===== src/rtl/imu_burst_reader_pkg.sv =====
// imu_pkg: definitions shared by the MPU-6050 burst reader and the I2C
// command interface. These are the command codes, the MPU-6050 register
// addresses, the burst length, the sequencer state encoding, and the
// step-table helpers. Each helper maps a step index to the command to
// issue and its byte.
package imu_pkg;

    localparam logic [2:0] CMD_START     = 3'd1;
    localparam logic [2:0] CMD_WRITE     = 3'd2;
    localparam logic [2:0] CMD_READ_ACK  = 3'd4;
    localparam logic [2:0] CMD_READ_NACK = 3'd5;
    localparam logic [2:0] CMD_STOP      = 3'd6;

    localparam logic [7:0] REG_PWR_MGMT_1   = 8'h6B;
    localparam logic [7:0] REG_ACCEL_XOUT_H = 8'h3B;
    localparam logic [7:0] PWR_WAKE_VALUE   = 8'h00;

    localparam int BURST_LEN = 14;

    localparam logic [4:0] WAKE_LAST_STEP       = 5'd3;
    localparam logic [4:0] READ_FIRST_BYTE_STEP = 5'd3;
    localparam logic [4:0] READ_NACK_STEP       = 5'd16;
    localparam logic [4:0] READ_LAST_STEP       = 5'd17;

    typedef enum logic [2:0] {
        ST_BOOT_WAIT,
        ST_WAKE_ISSUE,
        ST_WAKE_WAIT,
        ST_IDLE,
        ST_RD_ISSUE,
        ST_RD_WAIT,
        ST_ERR_STOP_ISSUE,
        ST_ERR_STOP_WAIT
    } state_t;

    typedef struct packed {
        logic [2:0] cmd;
        logic [7:0] data;
    } step_t;

    // Wake: START {addr,W}, WRITE PWR_MGMT_1, WRITE 0x00, STOP
    function automatic step_t wake_step(input logic [4:0] step, input logic [6:0] addr);
        step_t s;
        s.cmd  = CMD_STOP;
        s.data = 8'h00;
        case (step)
            5'd0: begin s.cmd = CMD_START; s.data = {addr, 1'b0}; end
            5'd1: begin s.cmd = CMD_WRITE; s.data = REG_PWR_MGMT_1; end
            5'd2: begin s.cmd = CMD_WRITE; s.data = PWR_WAKE_VALUE; end
            default: ;
        endcase
        return s;
    endfunction

    // Read: START {addr,W}, WRITE 0x3B, START {addr,R}, 13x READ_ACK, READ_NACK, STOP
    function automatic step_t read_step(input logic [4:0] step, input logic [6:0] addr);
        step_t s;
        s.cmd  = CMD_STOP;
        s.data = 8'h00;
        if (step == 5'd0) begin
            s.cmd = CMD_START; s.data = {addr, 1'b0};
        end else if (step == 5'd1) begin
            s.cmd = CMD_WRITE; s.data = REG_ACCEL_XOUT_H;
        end else if (step == 5'd2) begin
            s.cmd = CMD_START; s.data = {addr, 1'b1};
        end else if (step < READ_NACK_STEP) begin
            s.cmd = CMD_READ_ACK;
        end else if (step == READ_NACK_STEP) begin
            s.cmd = CMD_READ_NACK;
        end
        return s;
    endfunction

    // Only address/data phases carry a meaningful ACK.
    function automatic logic cmd_checks_ack(input logic [2:0] cmd);
        return (cmd == CMD_START) || (cmd == CMD_WRITE);
    endfunction

    function automatic logic [7:0] sat_inc8(input logic [7:0] v);
        return (v == 8'hFF) ? v : v + 8'd1;
    endfunction

endpackage


===== src/rtl/imu_burst_reader_if.sv =====
// Command handshake between the burst reader (master) and the
// i2c_master_interface (slave).
//   o_cmd/o_tx_data/o_cmd_valid : command, byte and one-cycle strobe
//   i_rx_data/i_cmd_done/i_cmd_error : completion strobe with byte and error
interface imu_burst_reader_if;
    logic [2:0] o_cmd;
    logic [7:0] o_tx_data;
    logic       o_cmd_valid;
    logic [7:0] i_rx_data;
    logic       i_cmd_done;
    logic       i_cmd_error;

    modport master (
        output o_cmd, o_tx_data, o_cmd_valid,
        input  i_rx_data, i_cmd_done, i_cmd_error
    );

    modport slave (
        input  o_cmd, o_tx_data, o_cmd_valid,
        output i_rx_data, i_cmd_done, i_cmd_error
    );
endinterface


===== src/rtl/imu_burst_reader_timer.sv =====
// imu_sample_timer: free-running sample-rate counter.
//   i_clk, i_rst_n : clock, async active-low reset
//   o_tick         : high for one cycle every SAMPLE_DIV cycles (at wrap)
module imu_sample_timer #(
    parameter int SAMPLE_DIV = 250000
) (
    input  logic i_clk,
    input  logic i_rst_n,
    output logic o_tick
);
    localparam int CNT_W = (SAMPLE_DIV > 2) ? $clog2(SAMPLE_DIV) : 1;
    localparam logic [CNT_W-1:0] CNT_LAST = CNT_W'(SAMPLE_DIV - 1);

    logic [CNT_W-1:0] cnt;

    assign o_tick = (cnt == CNT_LAST);

    always_ff @(posedge i_clk or negedge i_rst_n) begin
        if (!i_rst_n) begin
            cnt <= '0;
        end else if (o_tick) begin
            cnt <= '0;
        end else begin
            cnt <= cnt + 1'b1;
        end
    end
endmodule


===== src/rtl/imu_burst_reader.sv =====
// imu_burst_reader: wakes the MPU-6050 after a boot delay. It then burst-reads
// the 14 measurement bytes on each sample tick and commits all seven words
// together.
//   i_clk, i_rst_n   : clock, async active-low reset
//   i_enable         : allows sample ticks to start reads
//   i2c              : command handshake towards i2c_master_interface
//   o_accel_*, o_temp, o_gyro_* : signed sample words, big-endian assembled
//   o_sample_valid   : one-cycle pulse when the words update
//   o_ready          : wake sequence completed
//   o_err_count      : saturating count of NACKed START/WRITE phases
//
// state             | meaning
// ST_BOOT_WAIT      | counting down the power-up delay
// ST_WAKE_ISSUE     | strobe the current wake command
// ST_WAKE_WAIT      | wait for the wake command to complete
// ST_IDLE           | awake, waiting for a pending tick with enable high
// ST_RD_ISSUE       | strobe the current read-burst command
// ST_RD_WAIT        | wait for the read command to complete, capture bytes
// ST_ERR_STOP_ISSUE | strobe the STOP that releases the bus after a NACK
// ST_ERR_STOP_WAIT  | wait for that STOP, then retry path
module imu_burst_reader
    import imu_pkg::*;
#(
    parameter logic [6:0] DEV_ADDR   = 7'h68,
    parameter int         SAMPLE_DIV = 250000,
    parameter int         BOOT_DELAY = 2500000
) (
    input  logic                 i_clk,
    input  logic                 i_rst_n,
    input  logic                 i_enable,
    imu_burst_reader_if.master   i2c,
    output logic [15:0]          o_accel_x,
    output logic [15:0]          o_accel_y,
    output logic [15:0]          o_accel_z,
    output logic [15:0]          o_temp,
    output logic [15:0]          o_gyro_x,
    output logic [15:0]          o_gyro_y,
    output logic [15:0]          o_gyro_z,
    output logic                 o_sample_valid,
    output logic                 o_ready,
    output logic [7:0]           o_err_count
);
    localparam int BOOT_W = (BOOT_DELAY > 2) ? $clog2(BOOT_DELAY) : 1;
    localparam logic [BOOT_W-1:0] BOOT_LOAD = BOOT_W'(BOOT_DELAY - 1);

    state_t            state;
    logic [4:0]        step;
    logic [BOOT_W-1:0] boot_cnt;
    logic              pending;
    logic [7:0]        shadow [BURST_LEN];

    logic  tick;
    logic  ack_fail;
    logic  is_data_step;
    logic  [3:0] byte_idx;
    step_t wake_cur;
    step_t read_cur;

    imu_sample_timer #(.SAMPLE_DIV(SAMPLE_DIV)) u_timer (
        .i_clk  (i_clk),
        .i_rst_n(i_rst_n),
        .o_tick (tick)
    );

    assign wake_cur     = wake_step(step, DEV_ADDR);
    assign read_cur     = read_step(step, DEV_ADDR);
    // o_cmd holds the command being waited on, so it tells us whether the error flag counts
    assign ack_fail     = i2c.i_cmd_error && cmd_checks_ack(i2c.o_cmd);
    assign is_data_step = (step >= READ_FIRST_BYTE_STEP) && (step <= READ_NACK_STEP);
    assign byte_idx     = 4'(step - READ_FIRST_BYTE_STEP);

    always_ff @(posedge i_clk or negedge i_rst_n) begin
        if (!i_rst_n) begin
            state           <= ST_BOOT_WAIT;
            step            <= '0;
            boot_cnt        <= BOOT_LOAD;
            pending         <= 1'b0;
            i2c.o_cmd       <= '0;
            i2c.o_tx_data   <= '0;
            i2c.o_cmd_valid <= 1'b0;
            o_accel_x       <= '0;
            o_accel_y       <= '0;
            o_accel_z       <= '0;
            o_temp          <= '0;
            o_gyro_x        <= '0;
            o_gyro_y        <= '0;
            o_gyro_z        <= '0;
            o_sample_valid  <= 1'b0;
            o_ready         <= 1'b0;
            o_err_count     <= '0;
            for (int i = 0; i < BURST_LEN; i++) shadow[i] <= '0;
        end else begin
            i2c.o_cmd_valid <= 1'b0;
            o_sample_valid  <= 1'b0;
            // Depth-1 tick queue; the IDLE exit below clears it and wins over a same-cycle tick
            if (tick && o_ready) pending <= 1'b1;

            case (state)
                ST_BOOT_WAIT: begin
                    if (boot_cnt == '0) begin
                        state <= ST_WAKE_ISSUE;
                        step  <= '0;
                    end else begin
                        boot_cnt <= boot_cnt - 1'b1;
                    end
                end
                ST_WAKE_ISSUE: begin
                    i2c.o_cmd_valid <= 1'b1;
                    i2c.o_cmd       <= wake_cur.cmd;
                    i2c.o_tx_data   <= wake_cur.data;
                    state           <= ST_WAKE_WAIT;
                end
                ST_WAKE_WAIT: begin
                    if (i2c.i_cmd_done) begin
                        if (ack_fail) begin
                            o_err_count <= sat_inc8(o_err_count);
                            state       <= ST_ERR_STOP_ISSUE;
                        end else if (step == WAKE_LAST_STEP) begin
                            o_ready <= 1'b1;
                            state   <= ST_IDLE;
                        end else begin
                            step  <= step + 5'd1;
                            state <= ST_WAKE_ISSUE;
                        end
                    end
                end
                ST_IDLE: begin
                    if (pending && i_enable) begin
                        pending <= 1'b0;
                        step    <= '0;
                        state   <= ST_RD_ISSUE;
                    end
                end
                ST_RD_ISSUE: begin
                    i2c.o_cmd_valid <= 1'b1;
                    i2c.o_cmd       <= read_cur.cmd;
                    i2c.o_tx_data   <= read_cur.data;
                    state           <= ST_RD_WAIT;
                end
                ST_RD_WAIT: begin
                    if (i2c.i_cmd_done) begin
                        if (ack_fail) begin
                            o_err_count <= sat_inc8(o_err_count);
                            state       <= ST_ERR_STOP_ISSUE;
                        end else begin
                            if (is_data_step) shadow[byte_idx] <= i2c.i_rx_data;
                            if (step == READ_LAST_STEP) begin
                                o_accel_x      <= {shadow[0],  shadow[1]};
                                o_accel_y      <= {shadow[2],  shadow[3]};
                                o_accel_z      <= {shadow[4],  shadow[5]};
                                o_temp         <= {shadow[6],  shadow[7]};
                                o_gyro_x       <= {shadow[8],  shadow[9]};
                                o_gyro_y       <= {shadow[10], shadow[11]};
                                o_gyro_z       <= {shadow[12], shadow[13]};
                                o_sample_valid <= 1'b1;
                                state          <= ST_IDLE;
                            end else begin
                                step  <= step + 5'd1;
                                state <= ST_RD_ISSUE;
                            end
                        end
                    end
                end
                ST_ERR_STOP_ISSUE: begin
                    i2c.o_cmd_valid <= 1'b1;
                    i2c.o_cmd       <= CMD_STOP;
                    i2c.o_tx_data   <= 8'h00;
                    state           <= ST_ERR_STOP_WAIT;
                end
                ST_ERR_STOP_WAIT: begin
                    if (i2c.i_cmd_done) begin
                        step <= '0;
                        // o_ready is only set by a completed wake, so it tells which sequence failed
                        if (o_ready) begin
                            state <= ST_IDLE;
                        end else begin
                            boot_cnt <= BOOT_LOAD;
                            state    <= ST_BOOT_WAIT;
                        end
                    end
                end
                default: state <= ST_BOOT_WAIT;
            endcase
        end
    end
endmodule

===== src/flat_wrapper.sv =====
// flat-port wrapper written by rule: the top's interface ports become plain ports
module imu_burst_reader_flat import imu_pkg::*;
#(
    parameter logic [6:0] DEV_ADDR   = 7'h68,
    parameter int         SAMPLE_DIV = 250000,
    parameter int         BOOT_DELAY = 2500000
)
  (i_clk, i_rst_n, i_enable, o_accel_x, o_accel_y, o_accel_z, o_temp, o_gyro_x, o_gyro_y, o_gyro_z, o_sample_valid, o_ready, o_err_count, i2c_o_cmd, i2c_o_tx_data, i2c_o_cmd_valid, i2c_i_rx_data, i2c_i_cmd_done, i2c_i_cmd_error);
  imu_burst_reader_if i2c_i ();
  input  logic i_clk;
  input  logic i_rst_n;
  input  logic i_enable;
  output logic [15:0] o_accel_x;
  output logic [15:0] o_accel_y;
  output logic [15:0] o_accel_z;
  output logic [15:0] o_temp;
  output logic [15:0] o_gyro_x;
  output logic [15:0] o_gyro_y;
  output logic [15:0] o_gyro_z;
  output logic o_sample_valid;
  output logic o_ready;
  output logic [7:0] o_err_count;
  output wire logic [$bits(i2c_i.o_cmd)-1:0] i2c_o_cmd;
  output wire logic [$bits(i2c_i.o_tx_data)-1:0] i2c_o_tx_data;
  output wire logic [$bits(i2c_i.o_cmd_valid)-1:0] i2c_o_cmd_valid;
  input wire logic [$bits(i2c_i.i_rx_data)-1:0] i2c_i_rx_data;
  input wire logic [$bits(i2c_i.i_cmd_done)-1:0] i2c_i_cmd_done;
  input wire logic [$bits(i2c_i.i_cmd_error)-1:0] i2c_i_cmd_error;
  assign i2c_o_cmd = i2c_i.o_cmd;
  assign i2c_o_tx_data = i2c_i.o_tx_data;
  assign i2c_o_cmd_valid = i2c_i.o_cmd_valid;
  assign i2c_i.i_rx_data = i2c_i_rx_data;
  assign i2c_i.i_cmd_done = i2c_i_cmd_done;
  assign i2c_i.i_cmd_error = i2c_i_cmd_error;
  imu_burst_reader #(.DEV_ADDR(DEV_ADDR), .SAMPLE_DIV(SAMPLE_DIV), .BOOT_DELAY(BOOT_DELAY)) u_core (.i_clk(i_clk), .i_rst_n(i_rst_n), .i_enable(i_enable), .i2c(i2c_i), .o_accel_x(o_accel_x), .o_accel_y(o_accel_y), .o_accel_z(o_accel_z), .o_temp(o_temp), .o_gyro_x(o_gyro_x), .o_gyro_y(o_gyro_y), .o_gyro_z(o_gyro_z), .o_sample_valid(o_sample_valid), .o_ready(o_ready), .o_err_count(o_err_count));
endmodule

===== config.mk =====
export PLATFORM = sky130hd
export DESIGN_NAME = imu_burst_reader_flat
export DESIGN_NICKNAME = d
export VERILOG_FILES = /design/src/rtl/imu_burst_reader_pkg.sv /design/src/rtl/imu_burst_reader_if.sv /design/src/rtl/imu_burst_reader_timer.sv /design/src/rtl/imu_burst_reader.sv /design/src/flat_wrapper.sv
export SDC_FILE = /design/constraint.sdc
export NUM_CORES = 1
export LEC_CHECK = 0
export ABC_CLOCK_PERIOD_IN_PS = 3250
export CAP_MARGIN = 25
export CORE_UTILIZATION = 50
export DETAILED_ROUTE_END_ITERATION = 7
export PLACE_DENSITY = 0.71
export SLEW_MARGIN = 20
export SYNTH_ARGS = -nofsm -noshare
export SYNTH_HDL_FRONTEND = slang
export SYNTH_SLANG_ARGS = --single-unit

===== constraint.sdc =====
create_clock -name i_clk -period 3.25 [get_ports i_clk]
set_input_delay 0.975 -clock i_clk [delete_from_list [all_inputs] [get_ports i_clk]]
set_output_delay 0.975 -clock i_clk [all_outputs]
set_load 0.03 [all_outputs]

==> results of run 1 <==
==> state kept, by name, summed over array words and instances, names as in the netlist <==
signal	flops
u_core.boot_cnt	22
u_core.i2c.o_cmd	3
u_core.i2c.o_cmd_valid	1
u_core.i2c.o_tx_data	5
u_core.o_accel_x	16
u_core.o_accel_y	16
u_core.o_accel_z	16
u_core.o_err_count	8
u_core.o_gyro_x	16
u_core.o_gyro_y	16
u_core.o_gyro_z	16
u_core.o_ready	1
u_core.o_sample_valid	1
u_core.o_temp	16
u_core.pending	1
u_core.shadow	112
u_core.state	3
u_core.step	5
u_core.u_timer.cnt	18
==> how the worst max path moves through the flow <==
stage | start | end | slack, ns | cells after the start
2_1_floorplan | u_core.step[1] | u_core.o_accel_z[10] | 0.45 | 10
3_3_place_gp | i2c_i_cmd_done | u_core.shadow[10] | -0.19 | 6
3_5_place_dp | i2c_i_cmd_done | u_core.shadow[12] | -0.20 | 6
4_1_cts | u_core.step[0] | u_core.shadow[50] | 0.32 | 6
5_1_grt | u_core.step[0] | u_core.shadow[49] | 0.06 | 6
6_report | u_core.step[0] | u_core.shadow[48] | 0.31 | 6
==> cells by family (layout without fill, tap and decap cells) <==
logic type,Yosys count,count (layout),synth area share [%]
mux,234,234,21.67
simple gates,177,177,7.674
xor+xnor,32,32,2.314
flops,292,292,60.44
other cells,1,1,0.03096
fa+ha+maj,7,7,0.7230
compound gates,90,90,5.102
buf+inv,60,247,2.045
==> power breakdown <==
part	internal (mW)	switching, mW
combinational	0.723	1.09
sequential	3.95	0.258
clock	2.13	1.46
total	6.80	2.80
==> stage by stage <==
stage,instances,power [mW]
after CTS,1399,9.674
after global placement,1343,6.026
after detailed placement,1343,6.063
after global routing,1399,10.03
final,1399,9.604
after floorplan,893,5.404
==> layer usage <==
metal  share of wire [%]  wire length (microns)  vias to the layer above  GRT usage (%)
met2                  47                  12680                      175          35.24
met4                 1.9                    501                        0          5.132
met3                 4.3                   1158                       38          3.394
met1                  46                  12410                     3938          31.89
met5                   0                      0                        -              0
li1                    -                      -                     3533              -
==> cell usage in the layout, fill, tap and decap left out, drive strengths merged, types with 6 or more instances in the layout <==
cell           synthesis  routed
mux2                 226     226
nand2                 41      41
ha                     7       7
o21ai                 19      19
clkdlybuf4s50          0     144
dfstp                 12      12
mux2i                  8       8
a21oi                 17      17
or3                   10      10
o211ai                 7       7
xor2                  18      18
o31ai                  8       8
nor2b                  8       8
buf                   17      33
nor2                  32      32
a211oi                 7       7
and3                   8       8
nor3                  14      14
or4                    6       6
inv                   13      13
xnor2                 14      14
clkinv                 1      13
nand4                 10      10
clkbuf                29      37
dfrtp                280     280
nand3                 25      25
==> cell type report <==
| type | instances | area, sq um |
|---|---|---|
| Timing Repair Buffer | 177 | 1809 |
| Multi-Input combinational cell | 541 | 4552 |
| Tap cell | 319 | 399.1 |
| Clock inverter | 19 | 227.7 |
| Fill cell | 1849 | 8423 |
| Clock buffer | 37 | 827.0 |
| Inverter | 14 | 52.55 |
| Sequential cell | 292 | 7322 |
==> run_results.csv, run 1 <==
group,metric,value,unit
run_status,status,"complete, no violations",
cts,clockBufferDepth,3,
floorplan,rows,56,
floorplan,design.core.area,0.02361,sq mm
synth,synth_area_per_cell,13.57,sq um
cts,postCtsResizedCells,0,
detailed_routing,drt_iter0_markers,440,
cts,cts_setup_buffers,0,
critical_path,path_buf_inv,0,
final_layout,antenna_cells,0,
synth,ys_ff_latch,292,
critical_path,worstPathCellList,"ha_1, a21oi_1, a21oi_1, and3_1, nand3_1, mux2_2",
detailed_routing,drc,0,
timing,finalMaxSlewViolations,0,
place,pre_cts_ws,-0.1963,ns
grt,overflow,0,
grt,grt_antenna_before_repair,0,
synth,synth_edf_count,0,
critical_path,worst_r2r_endpoint,"u_core.shadow[48]",
critical_path,critPathMostFrequentCell,"a21oi_1",
place,port_buffers,145,
synth,seq_area_frac_synth,60.44,%
cts,cts_root_buffer,"clkbuf_16",
synth,yosysTopAreaCell,"dfrtp_1",
critical_path,crit_slowest_cell,"and3_1",
critical_path,reg2reg_from,"u_core.step[0]",
cts,clkSlewWorstSetupHoldPaths,0.06,ns
floorplan,initial_core_util,51.30,%
place,gp_congestion,0.8736,
place,placed_area,0.01413,sq mm
critical_path,r2r_slack,0.31,ns
timing,finalSetupTns,0,ns
final_layout,drive_above_1_share,30.65,%
cts,clkLatencyLatePin,0.57,ns
timing,finalCritPeriodShare,90.53,%
synth,synth_area_leaders,"dfrtp_1 58%, mux2_2 21%, dfstp_2 2.6%",
critical_path,crit_path_start_kind,"flip-flop",
critical_path,cp.arrival,3.39,ns
timing,whs,0.3496,ns
timing,min_period,2.942,ns
synth,async_flop_share,100.0,%
floorplan,io_pins,147,
detailed_routing,drt.antenna.violating_nets,0,
grt,grt_max_degree,62,
cts,cts_made_buffers,30,
place,hpwl,17260,microns
cts,htree_levels,1,
synth,synth_most_common_cell,"dfrtp_1",
grt,grt_usage,22.09,%
synth,yosysUniqueCellTypes,59,
cts,cts.sinks,292,
power,power_density,632.2,mW/mm^2
critical_path,timing_worst_setup_path_type,"reg2reg",
synth,synth_commonest_cells,"280 x dfrtp_1, 226 x mux2_2, 41 x nand2_1, 32 x nor2_1, 29 x clkbuf_1",
power,p_leak,7.140,nW
timing,rsz0062_at_grt,"no",
flow_run,drv_cap,0,
timing,max-slew-margin-rel,42.85,%
timing,finalSetupViolations,0,
hold_path,hold_class,"in2async",
synth,synth_top_area_share,57.84,%
critical_path,cp_max_fo,14,
final_layout,nNetsFinal,1076,
synth,ys.flop_type,"dfrtp_1",
detailed_routing,wire_per_inst,19.12,microns
detailed_routing,drt_wl_total,26750,microns
timing,max_freq,339.9,MHz
floorplan,die_w,157.7,microns
synth,syn_area,0.01211,sq mm
detailed_routing,drt_pass1_iterations,5,
critical_path,required,3.70,ns
final_layout,stdcell_area,0.01519,sq mm
timing,finalWorstSetupSlack,0.3079,ns
cts,cts_tree,"yes",
grt,grt_pass1_wl,42510,microns
timing,fin_skew,0.01892,ns
power,ir_drop,0.4739,mV
detailed_routing,via_per_inst,5.492,
detailed_routing,routed-via-count,7684,
synth,syn_inst,893,
critical_path,crit_family,"simple AND/OR/NAND/NOR gates",
critical_path,slowest_delay,0.67,ns
critical_path,crit_path_end_kind,"flip-flop",
synth,syn-num-nets,913,
final_layout,area_growth,25.39,%
grt,first_global_vias,7618,
timing,finalHoldViolations,0,
cts,holdBufCountCts,0,
timing,tightest_slew,0.8545,ns
floorplan,fp.dieH,157.7,microns
critical_path,rr_worst_depth,6,
floorplan,dieArea,0.02486,sq mm
final_layout,fin_util,64.33,%
synth,yosysWarnings,0,
Note: power is estimated with default switching activity, not from simulation.
==> inputs of run 2 (changes only) <==
Settings changed: CTS_BUF_LIST from default to sky130_fd_sc_hd__clkbuf_8 sky130_fd_sc_hd__clkbuf_16.
==> run_results.csv, run 2 (synthesized netlist as in run 1, its figures left out) <==
group,metric,value,unit
detailed_routing,drt_pass1_iterations,4,
place,pre_cts_ws,-0.1963,ns
final_layout,final_cell_mix,"280 x dfrtp_1, 226 x mux2_2, 144 x clkdlybuf4s50_1",
timing,finalWorstSetupSlack,0.3053,ns
critical_path,crit_path_end_kind,"flip-flop",
place,dp.cells,1343,
critical_path,r2r_slack,0.31,ns
power,p_leak,7.148,nW
critical_path,timing_worst_setup_path_type,"reg2reg",
critical_path,cp.arrival,3.39,ns
critical_path,crit_path_start_kind,"flip-flop",
grt,first_global_vias,7618,
grt,grt_max_degree,62,
timing,max_freq,339.6,MHz
floorplan,io_pins,147,
grt,overflow,0,
cts,cts.sinks,292,
cts,clkLatencyLatePin,0.57,ns
cts,cts_root_buffer,"clkbuf_16",
timing,finalCritPeriodShare,90.61,%
timing,whs,0.3496,ns
timing,max-slew-margin-rel,42.64,%
power,power_density,631.9,mW/mm^2
final_layout,drive_above_1_share,30.65,%
detailed_routing,drt.antenna.violating_nets,0,
power,ir_drop,0.4731,mV
critical_path,crit_slowest_cell,"and3_1",
place,port_buffers,145,
timing,finalMaxSlewViolations,0,
floorplan,die_w,157.7,microns
detailed_routing,via_per_inst,5.490,
power,power,9.599,mW
final_layout,stdcell_count,1399,
place,gp_congestion,0.8736,
grt,grt_pass1_wl,42510,microns
final_layout,largest_reg_flops,112,
floorplan,initial_core_util,51.30,%
critical_path,slowest_delay,0.67,ns
cts,htree_levels,1,
timing,min_period,2.945,ns
critical_path,required,3.70,ns
timing,fin_skew,0.01918,ns
flow_run,drv_cap,0,
timing,rsz0062_at_grt,"no",
critical_path,cp_max_fo,14,
hold_path,hold_class,"in2async",
detailed_routing,wire_per_inst,19.15,microns
final_layout,stdcell_area,0.01519,sq mm
place,placed_area,0.01413,sq mm
cts,postCtsResizedCells,0,
critical_path,worstPathCellList,"ha_1, a21oi_1, a21oi_1, and3_1, nand3_1, mux2_2",
critical_path,critPathMostFrequentCell,"a21oi_1",
cts,clockBufferDepth,3,
floorplan,design.core.area,0.02361,sq mm
final_layout,layout_commonest_cell,"dfrtp_1",
grt,grt_antenna_before_repair,0,
final_layout,fin_util,64.33,%
floorplan,dieArea,0.02486,sq mm
cts,holdBufCountCts,0,
cts,cts_tree,"yes",
final_layout,largest_register,"u_core.shadow",
final_layout,antenna_cells,0,
final_layout,nNetsFinal,1076,
floorplan,rows,56,
timing,finalSetupTns,0,ns
place,hpwl,17260,microns
cts,cts_setup_buffers,0,
timing,tightest_slew,0.8578,ns
final_layout,area_growth,25.39,%
cts,clkSlewWorstSetupHoldPaths,0.06,ns
floorplan,fp.dieH,157.7,microns
detailed_routing,routed-via-count,7681,
run_status,status,"complete, no violations",
cts,cts_made_buffers,30,
grt,grt_usage,22.09,%
detailed_routing,drt_wl_total,26790,microns
detailed_routing,drc,0,
timing,finalHoldViolations,0,
final_layout,largest_registers,"u_core.shadow x112, u_core.boot_cnt x22, u_core.u_timer.cnt x18",
timing,finalSetupViolations,0,
detailed_routing,drt_iter0_markers,439,
==> run 2: cell count changes in the layout (fill, tap and decap cells not counted) <==
cell      change
clkbuf_1      -2
inv_1         +2
==> run 2: final cells by class <==
type,count,area (sq um)
inverter,14,52.55
sequential,292,7322
tap,319,399.1
fill,1849,8423
clock buffer,35,819.5
clock inverter,21,235.2
multi-input combinational,541,4552
timing repair buffer,177,1809
==> run 2: worst paths after layout <==
path	cells after the start	start	to
max in group asynchronous	2	i_rst_n	u_core.shadow[69]
setup reg to reg	6	u_core.step[0]	u_core.shadow[48]
hold / removal	1	i_rst_n	u_core.shadow[83]
hold reg to reg	1	u_core.boot_cnt[5]	u_core.boot_cnt[5]
setup / recovery	6	u_core.step[0]	u_core.shadow[48]
min in group i_clk	1	u_core.boot_cnt[5]	u_core.boot_cnt[5]
==> run 2: metal layers <==
metal | wire [microns] | GRT usage, % | vias to the layer above | part of all wire [%]
met4 | 501 | 5.132 | 0 | 1.9
met1 | 12480 | 31.89 | 3947 | 47
met2 | 12700 | 35.24 | 162 | 47
met5 | 0 | 0 | - | 0
met3 | 1103 | 3.394 | 38 | 4.1
li1 | - | - | 3534 | -
==> run 2: worst max-delay path, delay by kind of cell, from the launching register on <==
kind,cells,cell delay [ns]
and+or+nand+nor,2,1.18
DFF,1,0.48
adders and majority gates,1,0.48
muxes,1,0.42
AOI/OAI and AO/OA,2,0.29
==> run 2: report_power, final <==
part	internal, mW	switching [mW]
clock network	2.13	1.46
registers	3.95	0.257
logic	0.723	1.09
total	6.79	2.80
==> inputs of run 3 (changes only) <==
Settings changed: SLEW_MARGIN 20 to 40, TNS_END_PERCENT from default to 100.
==> results of run 3 <==
Final layout, timing and power as in run 2 (identical DEF).
